$ cat config.mk
export PLATFORM = sky130hd
export DESIGN_NAME = pipe_stage_reg
export DESIGN_NICKNAME = d
export VERILOG_FILES = /design/src/rtl/pipe_stage_reg.sv
export SDC_FILE = /design/constraint.sdc
export NUM_CORES = 1
export LEC_CHECK = 0
export ABC_AREA = 0
export ABC_CLOCK_PERIOD_IN_PS = 12000
export CAP_MARGIN = 0
export CELL_PAD_IN_SITES_DETAIL_PLACEMENT = 1
export CELL_PAD_IN_SITES_GLOBAL_PLACEMENT = 1
export CORE_ASPECT_RATIO = 0.75
export CORE_MARGIN = 1
export CORE_UTILIZATION = 36
export DETAILED_ROUTE_END_ITERATION = 7
export PLACE_DENSITY = 0.84
export REMOVE_ABC_BUFFERS = 1
export SYNTH_ARGS = -nofsm -noshare
export SYNTH_HDL_FRONTEND = slang
export SYNTH_SLANG_ARGS = --single-unit
export TNS_END_PERCENT = 50
$ cat constraint.sdc
create_clock -name clk -period 12 [get_ports clk]
set_clock_uncertainty 0.1 [all_clocks]
set_input_delay 2.4 -clock clk [delete_from_list [all_inputs] [get_ports clk]]
set_output_delay 2.4 -clock clk [all_outputs]
set_load 0.05 [all_outputs]
$ cat src/rtl/pipe_stage_reg.sv
// Two-entry pipeline stage register: a main entry drives the outputs and a skid entry absorbs
// one upstream transfer so that in_ready depends only on stored state, never on out_ready.
module pipe_stage_reg #(
    parameter int unsigned DATA_W   = 128,
    parameter int unsigned A3_W     = 5,
    parameter logic [31:0] RESET_PC = 32'h0000_3000,
    parameter int unsigned CNT_W    = 16
) (
    input  logic              clk,
    input  logic              reset,
    input  logic              flush,
    input  logic              in_valid,
    output logic              in_ready,
    input  logic [DATA_W-1:0] in_data,
    input  logic [31:0]       in_pc,
    input  logic [A3_W-1:0]   in_a3,
    output logic              out_valid,
    input  logic              out_ready,
    output logic [DATA_W-1:0] out_data,
    output logic [31:0]       out_pc,
    output logic [A3_W-1:0]   out_a3,
    output logic [CNT_W-1:0]  bubble_cnt
);

    logic              main_valid;
    logic [DATA_W-1:0] main_data;
    logic [31:0]       main_pc;
    logic [A3_W-1:0]   main_a3;

    logic              skid_valid;
    logic [DATA_W-1:0] skid_data;
    logic [31:0]       skid_pc;
    logic [A3_W-1:0]   skid_a3;

    logic up_xfer;
    logic dn_xfer;
    logic main_free;

    assign in_ready  = ~skid_valid;
    assign up_xfer   = in_valid & in_ready;
    assign dn_xfer   = main_valid & out_ready;
    assign main_free = ~main_valid | dn_xfer;

    // Payload is forced to bubble values whenever main is empty.
    assign out_valid = main_valid;
    assign out_data  = main_valid ? main_data : '0;
    assign out_pc    = main_valid ? main_pc   : RESET_PC;
    assign out_a3    = main_valid ? main_a3   : '0;

    always_ff @(posedge clk or posedge reset) begin
        if (reset) begin
            main_valid <= 1'b0;
            main_data  <= '0;
            main_pc    <= RESET_PC;
            main_a3    <= '0;
            skid_valid <= 1'b0;
            skid_data  <= '0;
            skid_pc    <= RESET_PC;
            skid_a3    <= '0;
        end else if (flush) begin
            main_valid <= 1'b0;
            skid_valid <= 1'b0;
        end else if (main_free) begin
            if (skid_valid) begin
                main_valid <= 1'b1;
                main_data  <= skid_data;
                main_pc    <= skid_pc;
                main_a3    <= skid_a3;
                skid_valid <= up_xfer;
                if (up_xfer) begin
                    skid_data <= in_data;
                    skid_pc   <= in_pc;
                    skid_a3   <= in_a3;
                end
            end else if (up_xfer) begin
                main_valid <= 1'b1;
                main_data  <= in_data;
                main_pc    <= in_pc;
                main_a3    <= in_a3;
            end else begin
                main_valid <= 1'b0;
            end
        end else if (up_xfer) begin
            skid_valid <= 1'b1;
            skid_data  <= in_data;
            skid_pc    <= in_pc;
            skid_a3    <= in_a3;
        end
    end

    always_ff @(posedge clk or posedge reset) begin
        if (reset) begin
            bubble_cnt <= '0;
        end else if (!main_valid && (bubble_cnt != '1)) begin
            bubble_cnt <= bubble_cnt + CNT_W'(1);
        end
    end

endmodule

Word level (Yosys, flattened, before mapping):

Index checks and enable logic that the tools add are counted.

* register bits: 348
* latch bits: 0
* bits in writable memories: 0
* memory bits (read-only): 0
* bits of input ports: 170
* output and inout bits: 183
* word-level logic and storage cells: 51
* memories: 0

* $add $sub $neg: 1
* multiply operators: 0
* divide/modulo/power cells: 0
* $lt $le $gt $ge: 0
* eq/ne operators: 2
* shift-type cells: 0
* muxes and demuxes: 26
* bitwise logic cells: 6
* reductions and logical operators: 7

Operator list (count)
* two-way mux 128 bit: 6
* two-way mux 32 bit: 6
* two-way mux 5 bit: 6
* adder 16 x 1 -> 16 bit, second input constant: 1
* inequality test 16 bit, second input constant: 1
* two-way mux 1 bit: 8
* nonzero test 2 bit: 2
* inverter 1 bit: 3
* AND reduction 3 bit: 1
* nonzero test 3 bit: 1
* bitwise AND 1 bit: 2
* inequality test 2 bit, second input constant: 1
* AND reduction 2 bit: 1
* logical AND 1 bit: 1
* zero test 1 bit: 1
* OR 1 bit: 1

Depth between registers and ports, before layout:

* word-level depth: 6
* depth in mapped cells: 7
* mapped depth without buffers: 5

Worst setup path after synthesis:

No wires, ideal clock.

* path type: register -> output
* start: register main_valid (netlist: out_valid)
* end: output port out_data[117]
* arrival time: 1.816 ns
* data required time: 9.500 ns
* path slack: 7.684 ns
* stages on the path, launching flop included: 5
* buffers on the path: 3
* cells stage by stage: dfrtp_1 > buf_2 > clkbuf_1 > clkbuf_1 > and2_1

* word-level cells in the longest chain between the ends: 1

Ends and longest elaborated chain
* start, declared: RTL line 25 `logic main_valid;`
* start signal, assigned: RTL line 52 `main_valid <= 1'b0;`
* start signal, assigned: RTL line 61 `main_valid <= 1'b0;`
* start signal, assigned: RTL line 65 `main_valid <= 1'b1;`
* two-way mux 128 bit: RTL line 46 `assign out_data = main_valid ? main_data : '0;`
* end, declared: RTL line 19 `output logic [DATA_W-1:0] out_data,`

No other way between the ends.

Worst setup path in the final report:

* start: register main_valid (netlist: out_valid)
* end: output port out_data[99]

Same word-level chain as after synthesis.

==> results.toml <==
[clock_network]
ctsHtreeMaxLevel = 2
cts_tree = "yes"
cts_buffers = 37
hold_buffers = 0
cts_setup_buffers = 0
clock-sinks = 348
clkSlewWorstSetupHoldPaths_ns = 0.06
cts-root-buf = "clkbuf_16"
cts_resized = 0
clk_latency_ns = 0.52
clockBufferDepth = 3

[finish]
fin_nets = 1812
drive_above_1_share = 0.05582
syn_to_final_growth_pct = 32.63
fin_cells = 2236
finalInstanceArea_um2 = 20690
final_util = 0.4883

[synthesis]
syn_area_per_cell_um2 = 11.71
dominantRegCellSynth = "dfrtp_1"
netlist_top_cells_count = "dfrtp_1 (344), nor2_1 (175), a21oi_1 (167)"
synth.yosys.seq_area_share = 0.5585
synthTopCellsByArea = "dfrtp_1 (55%), mux2_1 (11%), mux2i_1 (11%)"
synth_top_area_share = 0.5518
postSynthCellCount = 1332
netlist_area_um2 = 15600
ys_warn_count = 0
synth_largest_area_cell = "dfrtp_1"
synth_edf_count = 0
synthArstFlopShare = 1.000
synth_cell_types = 38
synth-seq-cells = 348
yosys.cell_count.top_type = "dfrtp_1"

[critical_path]
path_max_fanout = 107
critical-path-max-stage-delay_ns = 1.11
crit_buf_inv = 2
cp-end-kind = "output port"
critical_path.cell_chain = "buf_4 > and2_1 > clkdlybuf4s50_1"
start_kind = "flip-flop"
cp_slowest_cell = "dfrtp_4"
r2r_setup_slack_ns = 8.05
crit_required_ns = 9.50
worst_ep_arrival_time_ns = 3.40
crit_family = "buffers and inverters"
path_class = "flip-flop to output port"

[power_and_ir_drop]
p_leak_nw = 8.288
vdd_drop_max_v = 0.0001011
p_total_mw = 3.483
power_density_nw_per_um2 = 168.4

[placement]
portBuffers = 352
hpwl_mm = 27.54
finalWeightedCongestion = 0.7651
dpl.cell_count = 2171
dpl-instance-area_um2 = 19540
pre_cts_ws_ns = 6.250

[sta]
fin_ws_ns = 6.098
finalHoldViolCount = 0
rsz0062_at_grt = "no"
slew_headroom = 0.1791
finalSetupViolCount = 0
worstMarginPinSlew_ns = 1.231
period_minus_slack_ns = 5.902
timing.fmax_mhz = 169.4
final-max-slew-violation-count = 0
whs_ns = 0.3915
finalCritPeriodShare = 0.4918
setup_tns_ns = 0

[route]
vias_per_cell = 4.956
met2WireLength_mm = 21.19
wl_mm = 42.68
wirelength_met1_mm = 18.11
remaining_drc_errors = 0
vias = 11080
drt_pass1_iterations = 4
drtAntennaViolNets = 0
wire_per_inst_um = 19.09
drt_iter0_drc = 524
routed.top_layer = "met5"
dr_wl_met3_mm = 2.621

[floorplan]
die_area_um2 = 44180
fp.dieW_um = 242.4
die_h_um = 182.3
std_cell_rows = 65
core_area_um2 = 42370
initial_core_util = 0.3682
io_pins = 353

[grt]
grt.total_usage = 0.1937
grt_max_degree = 231
grt_pass1_wl_mm = 68.75
antenna_found_initial = 2
grt_overflow = 0
grt_pass1_vias = 12470

[worst_hold_path]
hold_class = "flip-flop to flip-flop"

[outcome]
outcome = "finished, final reports clean"

[run]
maxCapViolCount = 0
[sequential cells by signal, indices dropped and copies added, names as in the netlist]
name        cells
main_data     128
skid_data     128
main_pc        32
skid_pc        32
bubble_cnt     16
main_a3         5
skid_a3         5
out_valid       1
skid_valid      1
[logic make-up after synthesis]
family	share of synthesized area
simple gates	0.1243
flops	0.5586
mux	0.2259
compound gates	0.05534
buf+inv	0.02831
xor+xnor	0.006737
fa+ha+maj	0.0008019
[report_power, final]
group          internal, mW  leakage [nW]  switching (mW)
sequential             1.42          4.06           0.152
clock                 0.644         0.558           0.468
combinational         0.337          3.67           0.460
[final cells by class]
type	count	area [um2]
sequential	348	8721
tap	569	711.9
multi-input combinational	889	6464
fill	4464	21680
clock buffer	54	1040
timing repair buffer	362	3623
inverter	3	18.77
antenna	1	2.502
clock inverter	10	108.9
[metal layers]
layer / vias to the layer above / global-route usage
met5: - / 0
met4: 2 / 0.04380
met3: 63 / 0.05559
met2: 230 / 0.3387
met1: 5628 / 0.2359
li1: 5159 / -
[cell usage in the layout, fill, tap and decap left out, types with 5 or more instances in the layout]
| cell type | n |
|---|---|
| a21oi_1 | 167 |
| and2_1 | 163 |
| buf_4 | 8 |
| clkbuf_1 | 12 |
| clkbuf_16 | 37 |
| clkbuf_8 | 5 |
| clkdlybuf4s50_1 | 352 |
| clkinv_2 | 5 |
| dfrtp_1 | 342 |
| mux2_1 | 150 |
| mux2_2 | 15 |
| mux2i_1 | 165 |
| nand4_1 | 5 |
| nor2_1 | 175 |
| xnor2_1 | 5 |
| xor2_1 | 7 |
[final timing paths]
path                                                start  cells past startpoint                          to
worst min-delay path            skid_data[42]$_DFFE_PP0P_                      1   skid_data[42]$_DFFE_PP0P_
min in group asynchronous                           reset                      2   skid_data[48]$_DFFE_PP0P_
worst min register to register  skid_data[42]$_DFFE_PP0P_                      1   skid_data[42]$_DFFE_PP0P_
worst max-delay path                out_valid$_DFFE_PP0P_                      3                out_data[99]
worst max register to register      out_valid$_DFFE_PP0P_                      6  main_data[106]$_DFFE_PP0P_
max in group asynchronous                           reset                      4   skid_data[81]$_DFFE_PP0P_
Power figures use the tool's default switching activity.
